===== src/rtl/mod3187_mul_prefold_if.sv =====
// Handshake bundle for the mod-3187 multiply/prefold front end.
// The upstream side supplies operand pairs, and the downstream side consumes folded products.
interface mod3187_mul_prefold_if #(
  parameter int W     = 12,
  parameter int OUT_W = 23
);
  logic             in_valid;
  logic             in_ready;
  logic [W-1:0]     a;
  logic [W-1:0]     b;
  logic             out_valid;
  logic             out_ready;
  logic [OUT_W-1:0] out_data;
  logic             out_err;

  // Producer / consumer view (testbench or surrounding logic)
  modport master (
    output in_valid, a, b, out_ready,
    input  in_ready, out_valid, out_data, out_err
  );

  // Block view
  modport slave (
    input  in_valid, a, b, out_ready,
    output in_ready, out_valid, out_data, out_err
  );
endinterface


===== src/rtl/mod3187_mul_prefold.sv =====
// Two-stage modular-multiply front end for Q = 3187.
// Stage 1 forms the 24-bit product a*b. Stage 2 folds it once using 2^12 == 909 (mod Q).
// The folded value fits 23 bits and is congruent to a*b mod Q.
// Both stages are skid-free elastic registers: a stage loads when it is empty
// or when the stage after it is draining. The downstream ready therefore ripples
// combinationally back to in_ready, and in_valid never feeds in_ready.
module mod3187_mul_prefold #(
  parameter int Q     = 3187,
  parameter int W     = 12,
  parameter int FOLD  = 909,
  parameter int OUT_W = 23
) (
  input logic                   clk,
  input logic                   rst_n,
  mod3187_mul_prefold_if.slave  bus
);

  localparam int              PW     = 2 * W;
  localparam logic [W-1:0]    Q_W    = W'(Q);
  localparam logic [OUT_W-1:0] FOLD_W = OUT_W'(FOLD);

  // Stage 1: raw product plus operand-range flag
  logic             r_v1;
  logic [PW-1:0]    r_p1;
  logic             r_e1;

  // Stage 2: folded result presented to the consumer
  logic             r_out_valid;
  logic [OUT_W-1:0] r_out_data;
  logic             r_out_err;

  logic             w_s2_load;
  logic             w_s1_load;
  logic             w_accept;
  logic             w_err;
  logic [PW-1:0]    w_prod;
  logic [OUT_W-1:0] w_fold;

  assign w_s2_load = !r_out_valid || bus.out_ready;
  assign w_s1_load = !r_v1 || w_s2_load;
  assign w_accept  = bus.in_valid && w_s1_load;

  // Out-of-range operands are still multiplied. The flag travels with the item.
  assign w_err  = (bus.a >= Q_W) || (bus.b >= Q_W);
  assign w_prod = PW'(bus.a) * PW'(bus.b);

  // hi*909 + lo. The worst case with illegal operands (4094*909 + 4095) is still below 2^23.
  assign w_fold = OUT_W'(r_p1[PW-1:W]) * FOLD_W + OUT_W'(r_p1[W-1:0]);

  // Stage 1: capture the product on accept. Its data holds while the stage is idle or blocked.
  always_ff @(posedge clk or negedge rst_n) begin
    if (!rst_n) begin
      r_v1 <= 1'b0;
      r_p1 <= '0;
      r_e1 <= 1'b0;
    end else begin
      if (w_s1_load) begin
        r_v1 <= bus.in_valid;
      end
      if (w_accept) begin
        r_p1 <= w_prod;
        r_e1 <= w_err;
      end
    end
  end

  // Stage 2: fold on advance. Data only changes when a real item arrives, so bubbles keep the last value.
  always_ff @(posedge clk or negedge rst_n) begin
    if (!rst_n) begin
      r_out_valid <= 1'b0;
      r_out_data  <= '0;
      r_out_err   <= 1'b0;
    end else if (w_s2_load) begin
      r_out_valid <= r_v1;
      if (r_v1) begin
        r_out_data <= w_fold;
        r_out_err  <= r_e1;
      end
    end
  end

  assign bus.in_ready  = w_s1_load;
  assign bus.out_valid = r_out_valid;
  assign bus.out_data  = r_out_data;
  assign bus.out_err   = r_out_err;

endmodule

===== src/flat_wrapper.sv =====
// flat-port wrapper written by rule: the top's interface ports become plain ports
module mod3187_mul_prefold_flat 
#(
  parameter int Q     = 3187,
  parameter int W     = 12,
  parameter int FOLD  = 909,
  parameter int OUT_W = 23
)
  (clk, rst_n, bus_in_valid, bus_a, bus_b, bus_out_ready, bus_in_ready, bus_out_valid, bus_out_data, bus_out_err);
  mod3187_mul_prefold_if #(.W(W), .OUT_W(OUT_W)) bus_i ();
  input logic clk;
  input logic rst_n;
  input wire logic [$bits(bus_i.in_valid)-1:0] bus_in_valid;
  input wire logic [$bits(bus_i.a)-1:0] bus_a;
  input wire logic [$bits(bus_i.b)-1:0] bus_b;
  input wire logic [$bits(bus_i.out_ready)-1:0] bus_out_ready;
  output wire logic [$bits(bus_i.in_ready)-1:0] bus_in_ready;
  output wire logic [$bits(bus_i.out_valid)-1:0] bus_out_valid;
  output wire logic [$bits(bus_i.out_data)-1:0] bus_out_data;
  output wire logic [$bits(bus_i.out_err)-1:0] bus_out_err;
  assign bus_i.in_valid = bus_in_valid;
  assign bus_i.a = bus_a;
  assign bus_i.b = bus_b;
  assign bus_i.out_ready = bus_out_ready;
  assign bus_in_ready = bus_i.in_ready;
  assign bus_out_valid = bus_i.out_valid;
  assign bus_out_data = bus_i.out_data;
  assign bus_out_err = bus_i.out_err;
  mod3187_mul_prefold #(.Q(Q), .W(W), .FOLD(FOLD), .OUT_W(OUT_W)) u_core (.clk(clk), .rst_n(rst_n), .bus(bus_i));
endmodule

===== config.mk =====
export PLATFORM = sky130hd
export DESIGN_NAME = mod3187_mul_prefold_flat
export DESIGN_NICKNAME = d
export VERILOG_FILES = /design/src/rtl/mod3187_mul_prefold_if.sv /design/src/rtl/mod3187_mul_prefold.sv /design/src/flat_wrapper.sv
export SDC_FILE = /design/constraint.sdc
export NUM_CORES = 1
export LEC_CHECK = 0
export ABC_AREA = 1
export CORE_MARGIN = 2
export CORE_UTILIZATION = 57
export DETAILED_ROUTE_END_ITERATION = 8
export GPL_TIMING_DRIVEN = 0
export PLACE_DENSITY_LB_ADDON = 0.15
export SLEW_MARGIN = 10
export SYNTH_ARGS = -nofsm -noshare
export SYNTH_HDL_FRONTEND = slang
export SYNTH_SLANG_ARGS = --single-unit

===== constraint.sdc =====
create_clock -name clk -period 3.9 [get_ports clk]
set_clock_uncertainty 0.2 [all_clocks]
set_input_delay 0.39 -clock clk [delete_from_list [all_inputs] [get_ports clk]]
set_output_delay 0.39 -clock clk [all_outputs]
set_load 0.01 [all_outputs]

# Yosys cells after proc, flatten, opt, wreduce, memory -nomap -nowiden
# Index checks and enable logic that the tools add are counted.
# totals
reg_bits,51
inputBits,28
output_inout_bits,26
wordCells,18
# op_classes
add_sub_neg,1
n_mul,2
magnitude_cmp,2
n_reduce_logical,7
# ops
cell,n
>= comparator 12 bit (second input constant),2
multiplier 12 x 12 -> 24 bit,1
adder 22 x 12 -> 23 bit,1
multiplier 12 x 10 -> 22 bit (second input constant),1
logical OR 1 bit,3
logical NOT 1 bit,2
AND reduction 2 bit,1
logical AND 1 bit,1

# Longest topological paths before layout
# Gate-level depths: netlist (run 1).
# depth
ltp_word,4
depth_mapped,24
mapped_depth_nobuf,23

# Worst setup path before layout (run 1)
# Ideal clock, no wire load.
# synth_timing
kind,input-to-reg
from,in bus_a[5]
to,reg u_core.r_p1[21]
setup_ns,0.117
arrival_time_ns,4.480
required_time_ns,3.583
slack_ns,-0.898
cell_stages,22
n_path_buf,1
cell_sequence,clkbuf_1 > nand2_1 > inv_1 > fa_1 > inv_1 > fa_1 > inv_1 > fa_1 > fa_1 > inv_1 > fa_1 > inv_1 > ha_1 > nand2_2 > nor2_1 > nand2_1 > nand3_1 > nand2_1 > nand2_1 > nand2_1 > nand3_1 > nand2_1
# synth_via
elab_chain_len,1
# synth_rtl
element,line,source
start: declaration,flat_wrapper.sv:14,input wire logic [$bits(bus_i.a)-1:0] bus_a;
multiplier 12 x 12 -> 24 bit,mod3187_mul_prefold.sv:45,assign w_prod = PW'(bus.a) * PW'(bus.b);
end signal: assignment,mod3187_mul_prefold.sv:61,r_p1 <= w_prod;
end: declaration,mod3187_mul_prefold.sv:24,logic [PW-1:0] r_p1;
# No other way between the ends.
# A chain may end at the register's enable or synchronous reset.

# Worst setup path after layout (run 1)
# layout_timing
from,in bus_b[8]
to,reg u_core.r_p1[22]
# layout_via
elab_chain_len,1
# layout_rtl
element,line,source
start: declaration,flat_wrapper.sv:15,input wire logic [$bits(bus_i.b)-1:0] bus_b;
multiplier 12 x 12 -> 24 bit,mod3187_mul_prefold.sv:45,
# No other way between the ends.

==> metrics.yaml, run 1 <==
finish:
  syn_to_final_growth_pct: 31.10
  nFillCells: 1276
  layout.nets: 1842
  drive_above_1_share_pct: 26.94
  antennaDiodeCount: 0
routing:
  antenna_violating_nets_post_route: 0
  route.detailed.vias_per_inst: 5.168
  routed_wl_um: 27520
  drc_violation_count_after_routing: 0
  violation_count_after_the_first_detailed_routing_iteration: 341
  wl_per_cell_um: 15.72
  detailroute.via_count: 9049
  detail_route.first_pass.iterations: 5
place:
  gp_routability_congestion: 0.8728
  detailedPlacementHpwl_um: 20250
  buffer_ports.inserted: 53
global_routing:
  grt_first_pass_wirelength_um: 43440
  grt_max_degree: 32
  grt_pass1_vias: 9409
  gr-total-overflow: 0
  antenna_found_initial: 0
  grt_usage_pct: 27.92
worst_setup_path:
  timing.critical_path.from_type: "primary input"
  data_arrival_time_of_the_worst_path_ps: 4480
  timing.reg2reg.worst_path_depth: 19
  timing.critical_path.fanout_max: 6
  worstReg2RegEnd: "u_core.bus.out_data[15]"
  crit_type: "primary input to flip-flop"
  required_worst_endpoint_ps: 3890
  startpoint_of_the_worst_register_to_register_path: "u_core.r_p1[21]"
  ff2ff_setup_slack_ps: -480
  worst_setup_ep_type: "flip-flop"
cts:
  cts.clk_slew.worst_paths_ps: 70
  cts_inserted_buffers: 5
  clock-sinks: 51
  clock_insertion_delay_worst_skew_ps: 310
  cts_tree: "done"
  ctsHtreeMaxLevel: 2
  cts_max_path_buffers: 2
  cts.root.buffer_cell: "clkbuf_16"
logic_synthesis:
  postSynthNetCount: 1689
  synth_top_cell_by_area: "fa_1"
  netlist_instances: 1368
  synth_sequential_area_ratio_pct: 12.43
  ys.flop_type: "dfrtp_1"
  synth-warning-count: 0
  synth_largest_type_area_fraction_pct: 27.89
  synth_edf_count: 0
  yosysUniqueCellTypes: 30
  postSynthRegisterBits: 51
  synth.avg_cell_area_um2: 7.504
  netlist_top_cells_area: "fa_1 28%, ha_1 18%, nand2_1 15%"
  post_synth_design_cell_area_um2: 10270
  postSynth.asyncResetShare_pct: 100.0
timing:
  report.final.setup_viol: 29
  tightest_slew_ps: 542.4
  finalWorstSetupSlack_ps: -592.8
  post-route-period-util_pct: 115.2
  finalWorstPathRequiredPeriod_ps: 4493
  report.final.slew_viol_count: 0
  max_clock_freq_mhz: 222.6
  rsz0062_at_grt: "true"
  timing.final.hold_violations: 0
  slew_headroom_pct: 63.84
  whs_ps: 275.6
job:
  max_cap_violations: 0
hold_path:
  timing.hold.worst.class: "flip-flop to flip-flop"
  hold_path.startpoint: "u_core.bus.out_data[22]"
  hold-path-endpoint: "u_core.bus.out_data[22]"
  hold-path-cell-count: 2
floorplan:
  die_area_um2: 19100
  die-height_um: 138.2
  count_of_pins_on_the_block_boundary: 54
  core_box_area_um2: 17840
  placementRows: 49
  initial_core_utilization_pct: 57.54
  die_x_um: 138.2
status:
  violations: "setup timing"
  outcome: "complete, but fails checks"
## how the worst max path moves through the flow
stage	startpoint	end	slack (ps)
3_5_place_dp	bus_b[3]	u_core.r_p1[21]	-1520
2_1_floorplan	bus_b[8]	u_core.r_p1[23]	-530
3_3_place_gp	bus_b[3]	u_core.r_p1[17]	-1480
5_1_grt	bus_b[8]	u_core.r_p1[23]	-730
4_1_cts	bus_b[11]	u_core.r_p1[22]	-520
6_report	bus_b[8]	u_core.r_p1[22]	-590
## placed cells by master, fill, tap and decap left out, drive strengths merged
cell and n:
nand4 5, o22ai 1, or2 1, dlygate4sd3 1
buf 120, inv 358, fa 143, nor2 46
nand2 429, dlygate4sd2 2, clkbuf 32, xor2 4
clkdlybuf4s50 28, dfrtp 51, and2 6, o21ai 27
ha 150, o21bai 5, a21oi 32, clkinv 1
nand3b 7, a31oi 1, nand3 53, xnor2 12
nor3 7
## worst max-delay path: stages
cell	delay [ps]
buf_8	100
clkbuf_16	150
nand2_4	70
inv_2	40
fa_1	540
inv_2	40
fa_1	550
inv_2	40
fa_2	420
fa_1	480
inv_1	40
fa_1	490
inv_2	50
ha_4	310
nand2_4	70
nor2_4	130
nand3_2	110
nand3_4	140
nand2_2	70
nand2_1	60
nand2_1	50
nand3_1	80
nand2_1	50
## through the flow
stage	setup WS [ps]	util [%]	setup TNS (ps)	instance area [um^2]	instances
floorplan	-526.3	-	-6742	10880	1368
global placement	-1477	65.55	-26510	11700	1650
detailed placement	-1521	65.64	-27830	11710	1651
CTS	-519.8	72.75	-10340	12980	1738
global route	-726.5	75.44	-16230	13460	1751
finish	-592.8	75.44	-11650	13460	1751
## cell type report
type                            instances  area [um^2]  area share [%]
Sequential cell                        51         1286           9.557
Clock buffer                            5        125.1          0.9296
Inverter                              356         1341           9.966
Tap cell                              229        286.5           2.129
Clock inverter                          3        22.52          0.1673
Multi-Input combinational cell        929         8534           63.41
Timing Repair Buffer                  147         1416           10.52
Buffer                                 31        446.7           3.319
## kinds of logic after synthesis
logic type,after synthesis,share of synthesized area [%]
xor+xnor,16,1.365
compound gates,66,3.510
buf+inv,388,14.24
fa+ha+maj,293,46.17
simple gates,554,22.29
flops,51,12.43
## synth_stat cells (7+ instances only)
library cell / number
a21oi_1: 29
clkbuf_1: 28
dfrtp_1: 51
fa_1: 143
ha_1: 150
inv_1: 353
nand2_1: 421
nand2_2: 8
nand3_1: 46
nand3_2: 7
nand3b_1: 7
nor2_1: 40
nor3_1: 7
o21ai_0: 19
o21ai_1: 7
xnor2_1: 12
## sequential cells by signal, summed over array words and instances (netlist names)
name                  count
u_core.r_v1               1
u_core.bus.out_err        1
u_core.bus.out_data      23
u_core.bus.out_valid      1
u_core.r_e1               1
u_core.r_p1              24
## routing by layer
| metal | routed length, um | global-route usage [%] | part of all wire, % | vias to the layer above |
|---|---|---|---|---|
| met5 | 0 | 0 | 0 | - |
| met4 | 1544 | 14.29 | 5.6 | 0 |
| met3 | 1153 | 2.217 | 4.2 | 111 |
| met2 | 14640 | 53.44 | 53 | 301 |
| met1 | 10180 | 30.84 | 37 | 4275 |
| li1 | - | - | - | 4362 |
## timing repair
| item | CTS | global route |
|---|---|---|
| gates resized for setup | 259 | 115 |
| hold endpoints to repair | 20 | 0 |
| gates cloned | 2 | 0 |
| hold buffers | 1 | 0 |
| setup endpoints to repair | 33 | 34 |
| setup buffers | 76 | 14 |
| pin swaps | 72 | 57 |
Power of run 1 is not shown: default switching activity piles up to over one toggle a cycle in this logic, so the estimate is an artifact.
==> run 2, diff against run 1 <==
Settings changed: CELL_PAD_IN_SITES_DETAIL_PLACEMENT from default to 0, CELL_PAD_IN_SITES_GLOBAL_PLACEMENT from default to 1, CORE_UTILIZATION 57 to 40.
==> metrics.yaml, run 2 (same netlist as run 1, synthesis figures left out) <==
routing:
  detailroute.via_count: 8585  # -5.1%
  violation_count_after_the_first_detailed_routing_iteration: 263  # -23%
  antenna_violating_nets_post_route: 0  # unchanged
  wl_per_cell_um: 14.46  # -8.0%
  drc_violation_count_after_routing: 0  # unchanged
  detail_route.first_pass.iterations: 6  # +1
  route.detailed.vias_per_inst: 4.628  # -10%
  routed_wl_um: 26820  # -2.5%
timing:
  timing.final.hold_violations: 0  # unchanged
  report.final.setup_viol: 29  # unchanged
  tightest_slew_ps: 609.7  # +67.33 ps
  max_clock_freq_mhz: 225.2  # +1.2%
  rsz0062_at_grt: "true"
  finalWorstSetupSlack_ps: -539.9  # +52.89 ps
  whs_ps: 268.8  # -6.718 ps
  slew_headroom_pct: 59.35  # -4.5 points
  report.final.slew_viol_count: 0  # unchanged
  post-route-period-util_pct: 113.8  # -1.4 points
  finalWorstPathRequiredPeriod_ps: 4440  # -52.88 ps
worst_setup_path:
  startpoint: "bus_b[8]"
  crit_type: "primary input to flip-flop"
  crit_chain: "buf_8 -> clkbuf_16 -> buf_12 -> nand2_4 -> inv_2 -> fa_1 -> fa_1 -> fa_1 -> fa_1 -> inv_1 -> fa_1 -> inv_2 -> ha_4 -> nand2_4 -> nor2_4 -> inv_1 -> nor2_1 -> nand3_1 -> nand3_1 -> nand2_1 -> nand3_1 -> nand2_1"
  crit_buf_inv: 7  # unchanged
  ff2ff_setup_slack_ps: -400  # +80 ps
  critical_path_cell_count: 22  # -4.3%
  data_arrival_time_of_the_worst_path_ps: 4430  # -50 ps
  worstReg2RegEnd: "u_core.bus.out_data[21]"
  worst_setup_ep_type: "flip-flop"
  worst_path_largest_cell_delay_ps: 530  # -20 ps
  startpoint_of_the_worst_register_to_register_path: "u_core.r_p1[17]"
  cpMaxStageDelayCell: "fa_1"
  timing.reg2reg.worst_path_depth: 16  # -3
  timing.critical_path.fanout_max: 7  # +1
  required_worst_endpoint_ps: 3890  # about the same
  critical-path-top-cell-by-count: "fa_1"
  critical_path.top_delay_family: "adder cells"
  critical_path.endpoint: "u_core.r_p1[23]"
  timing.critical_path.from_type: "primary input"
cts:
  ctsHtreeMaxLevel: 2  # unchanged
  cts_max_path_buffers: 2  # unchanged
  cts_inserted_buffers: 5  # unchanged
  cts_tree: "done"
  cts.root.buffer_cell: "clkbuf_16"
  clock-sinks: 51  # unchanged
  clock_insertion_delay_worst_skew_ps: 300  # about the same
  cts.clk_slew.worst_paths_ps: 70  # about the same
floorplan:
  placementRows: 58  # +18%
  initial_core_utilization_pct: 40.77  # -17 points
  count_of_pins_on_the_block_boundary: 54  # unchanged
  die_area_um2: 26960  # +41%
  core_box_area_um2: 25180  # +41%
  die-height_um: 164.2  # +19%
  die_x_um: 164.2  # +19%
global_routing:
  grt_pass1_vias: 9215  # -2.1%
  grt_usage_pct: 21.21  # -6.7 points
  antenna_found_initial: 0  # unchanged
  grt_max_degree: 30  # -6.3%
  grt_first_pass_wirelength_um: 44820  # +3.2%
  gr-total-overflow: 0  # unchanged
finish:
  final-seq-area_um2: 1286  # unchanged
  reg_with_most_ffs: "u_core.r_p1"
  layout.cells.most_common_list: "340 x nand2_1, 305 x inv_1, 133 x fa_1"
  nFillCells: 2446  # +92%
  layout_commonest_cell: "nand2_1"
  antennaDiodeCount: 0  # unchanged
  syn_to_final_growth_pct: 32.44
  multi_input_comb_area_um2: 8516  # -0.22%
  layout.nets: 1845  # +0.16%
  drive_above_1_share_pct: 26.56  # -0.38 points
  number_of_flip_flops_under_the_largest_register_name: 24  # unchanged
job:
  max_cap_violations: 0  # unchanged
place:
  gp_routability_congestion: 0.8310  # -4.8%
  detailedPlacementHpwl_um: 22170  # +9.4%
  buffer_ports.inserted: 53  # unchanged
status:
  outcome: "complete, but fails checks"
  violations: "setup timing"
hold_path:
  hold_path.startpoint: "bus_a[0]"
  timing.hold.worst.class: "primary input to flip-flop"
[run 2: layer usage]
layer,GRT usage (%),vias up,share of wire [%]
met4,6.699,0,3.0
met2,42.28,131,54
li1,-,4347,-
met1,23.52,4062,41
met3,1.616,45,2.1
met5,0,-,0
[run 2: through the flow]
stage / setup WS (ps) / utilization [%] / std cells / area (um^2) / TNS, ps
floorplan: -526.3 / - / 1368 / 10880 / -6742
global placement: -1578 / 46.94 / 1751 / 11820 / -29250
detailed placement: -1620 / 47.00 / 1752 / 11840 / -29760
CTS: -553.2 / 51.99 / 1834 / 13090 / -11810
global route: -733.6 / 53.99 / 1855 / 13600 / -16330
finish: -539.9 / 53.99 / 1855 / 13600 / -10260
[run 2: what timing repair did]
| item | CTS | global route |
|---|---|---|
| gates resized for setup | 268 | 116 |
| pin swaps | 74 | 57 |
| endpoints found under the hold margin | 22 | 0 |
| hold buffers | 1 | 0 |
| buffers inserted | 71 | 22 |
| setup endpoints to repair | 33 | 34 |
| gates cloned | 3 | 0 |
[run 2: worst min-delay path by stage]
stage / endpoint / slack, ps / cells past startpoint
floorplan: u_core.bus.out_data[0] / -110 / 0
detailed placement: u_core.bus.out_data[3] / 210 / 1
finish: u_core.r_p1[0] / 270 / 3
global placement: u_core.bus.out_data[19] / 260 / 2
CTS: u_core.r_p1[0] / 260 / 3
global route: u_core.r_p1[0] / 280 / 3
[run 2: final cells by class]
class | count | area share, %
Clock buffer | 6 | 1.021
Sequential cell | 51 | 9.460
Multi-Input combinational cell | 929 | 62.63
Buffer | 30 | 3.230
Inverter | 356 | 9.865
Timing Repair Buffer | 151 | 10.64
Clock inverter | 2 | 0.1196
Tap cell | 330 | 3.037
[run 2: worst register-to-register path, delay by kind of cell, from the launching register on]
kind          cells  cell delay (ps)
flops             1              510
fa+ha+maj         6             2440
simple gates      8              940
buf+inv           2              100
Power of run 2 is left out for the same reason.
==> run 3, diff against run 2 <==
Settings changed: HOLD_SLACK_MARGIN from default to 0.15, SKIP_CTS_REPAIR_TIMING from default to 1.
==> metrics.yaml, run 3 (same netlist as run 1, synthesis figures left out) <==
routing:
  dr.max_layer_used: "met4"
  route.detailed.vias_per_inst: 4.617  # -0.25%
  routed_wl_um: 25830  # -3.7%
  antenna_violating_nets_post_route: 0  # unchanged
  detail_route.first_pass.iterations: 4  # -2
  detailroute.via_count: 8393  # -2.2%
  drc_violation_count_after_routing: 0  # unchanged
  violation_count_after_the_first_detailed_routing_iteration: 267  # +1.5%
  met3RoutedLength_um: 461  # -17%
  met1Wirelength_um: 10830  # -1.4%
  route.met2.wl_um: 13940  # -3.7%
  wl_per_cell_um: 14.21  # -1.8%
finish:
  nFillCells: 2492  # +1.9%
  post_layout_nonfiller_instances: 1818  # -2.0%
  layout_commonest_cell: "nand2_1"
  antennaDiodeCount: 0  # unchanged
  drive_above_1_share_pct: 24.13  # -2.4 points
  layout.cell_area.non_filler_um2: 13220  # -2.8%
  layout.cells.most_common_list: "348 x nand2_1, 304 x inv_1, 134 x fa_1"
  layout.nets: 1808  # -2.0%
  number_of_flip_flops_under_the_largest_register_name: 24  # unchanged
  reg_with_most_ffs: "u_core.r_p1"
  syn_to_final_growth_pct: 28.79
floorplan:
  die_x_um: 164.2  # unchanged
  core_box_area_um2: 25180  # unchanged
  initial_core_utilization_pct: 40.77  # unchanged
  die-height_um: 164.2  # unchanged
  count_of_pins_on_the_block_boundary: 54  # unchanged
  die_area_um2: 26960  # unchanged
  placementRows: 58  # unchanged
status:
  outcome: "complete, but fails checks"
  violations: "setup timing"
worst_setup_path:
  required_worst_endpoint_ps: 3890  # about the same
  crit_buf_inv: 6  # -1
  ff2ff_setup_slack_ps: -380  # +20 ps
  cpMaxStageDelayCell: "fa_1"
  critical_path.top_delay_family: "adder cells"
  startpoint_of_the_worst_register_to_register_path: "u_core.r_p1[17]"
  critical_path_cell_count: 22  # unchanged
  crit_type: "primary input to flip-flop"
  crit_chain: "buf_6 -> buf_8 -> buf_6 -> nand2_1 -> fa_1 -> fa_1 -> inv_2 -> fa_2 -> fa_1 -> inv_2 -> fa_1 -> inv_2 -> ha_4 -> nand2_4 -> nor2_4 -> nand3_2 -> nand3_4 -> nand2_2 -> nand2_1 -> nand2_1 -> nand3_1 -> nand2_1"
  data_arrival_time_of_the_worst_path_ps: 4500  # +70 ps
  timing.reg2reg.worst_path_depth: 16  # unchanged
  timing.critical_path.from_type: "primary input"
  worstReg2RegEnd: "u_core.bus.out_data[21]"
  timing.critical_path.fanout_max: 8  # +1
  worst_setup_ep_type: "flip-flop"
  worst_path_largest_cell_delay_ps: 530  # about the same
timing:
  post-route-period-util_pct: 115.5  # +1.7 points
  report.final.slew_viol_count: 0  # unchanged
  tightest_slew_ps: 652.9  # +43.21 ps
  finalWorstSetupSlack_ps: -604.9  # -64.99 ps
  slew_headroom_pct: 56.47  # -2.9 points
  max_clock_freq_mhz: 222.0  # -1.4%
  finalWorstPathRequiredPeriod_ps: 4505  # +64.99 ps
  report.final.setup_viol: 29  # unchanged
  rsz0062_at_grt: "true"
  timing.final.hold_violations: 0  # unchanged
place:
  buffer_ports.inserted: 53  # unchanged
  detailedPlacementHpwl_um: 22170  # unchanged
  post-place-cells: 1752  # unchanged
  total_cell_area_at_the_placement_stage_um2: 11840  # unchanged
  gp_routability_congestion: 0.8310  # unchanged
job:
  max_cap_violations: 0  # unchanged
cts:
  clock-sinks: 51  # unchanged
  cts_tree: "done"
  cts.root.buffer_cell: "clkbuf_16"
  cts_inserted_buffers: 5  # unchanged
  cts_max_path_buffers: 2  # unchanged
  clock_insertion_delay_worst_skew_ps: 300  # about the same
  cts.clk_slew.worst_paths_ps: 70  # about the same
  ctsHtreeMaxLevel: 2  # unchanged
global_routing:
  grt_max_degree: 30  # unchanged
  grt_usage_pct: 19.94  # -1.3 points
  grt_first_pass_wirelength_um: 42330  # -5.6%
  grt_pass1_vias: 8708  # -5.5%
  gr-total-overflow: 0  # unchanged
  antenna_found_initial: 0  # unchanged
hold_path:
  hold_path.startpoint: "bus_a[0]"
  hold-path-endpoint: "u_core.r_p1[0]"
  hold-path-cell-count: 3  # unchanged
  timing.hold.worst.class: "primary input to flip-flop"
## run 3: worst max path at each step
stage	end	from	slack, ps
3_3_place_gp	u_core.r_p1[21]	bus_b[7]	-1580
3_5_place_dp	u_core.r_p1[21]	bus_b[7]	-1620
2_1_floorplan	u_core.r_p1[23]	bus_b[8]	-530
4_1_cts	u_core.r_p1[21]	bus_b[7]	-1300
5_1_grt	u_core.r_p1[18]	bus_a[5]	-780
6_report	u_core.r_p1[22]	bus_b[4]	-600
## run 3: layout make-up
type / count / area [um^2] / share of cell area [%]
clock buffer: 6 / 138.9 / 1.050
inverter: 356 / 1344 / 10.16
timing repair buffer: 112 / 1131 / 8.555
multi-input combinational: 929 / 8474 / 64.10
tap: 330 / 412.9 / 3.123
buffer: 32 / 417.9 / 3.161
clock inverter: 2 / 16.27 / 0.1230
sequential: 51 / 1286 / 9.728
## run 3: worst min-delay path, stage by stage
cell	delay, ps
buf_4	140
nand2_1	110
o21ai_0	90
## run 3: stage by stage
stage	setup slack, ps	utilization [%]	hold WS, ps	setup TNS, ps
finish	-604.9	52.50	271.9	-11020
CTS	-1303	47.62	-111.0	-24000
detailed placement	-1620	47.00	211.3	-29760
floorplan	-526.3	-	-105.6	-6742
global placement	-1578	46.94	263.5	-29250
global route	-776.8	52.50	288.5	-17030
## run 3: routing by layer
layer  vias up  track usage, %
met2       100           39.92
li1       4281               -
met4         0           4.346
met5         -               0
met3        24           1.086
met1      3988           23.03
Power of run 3 is left out for the same reason.
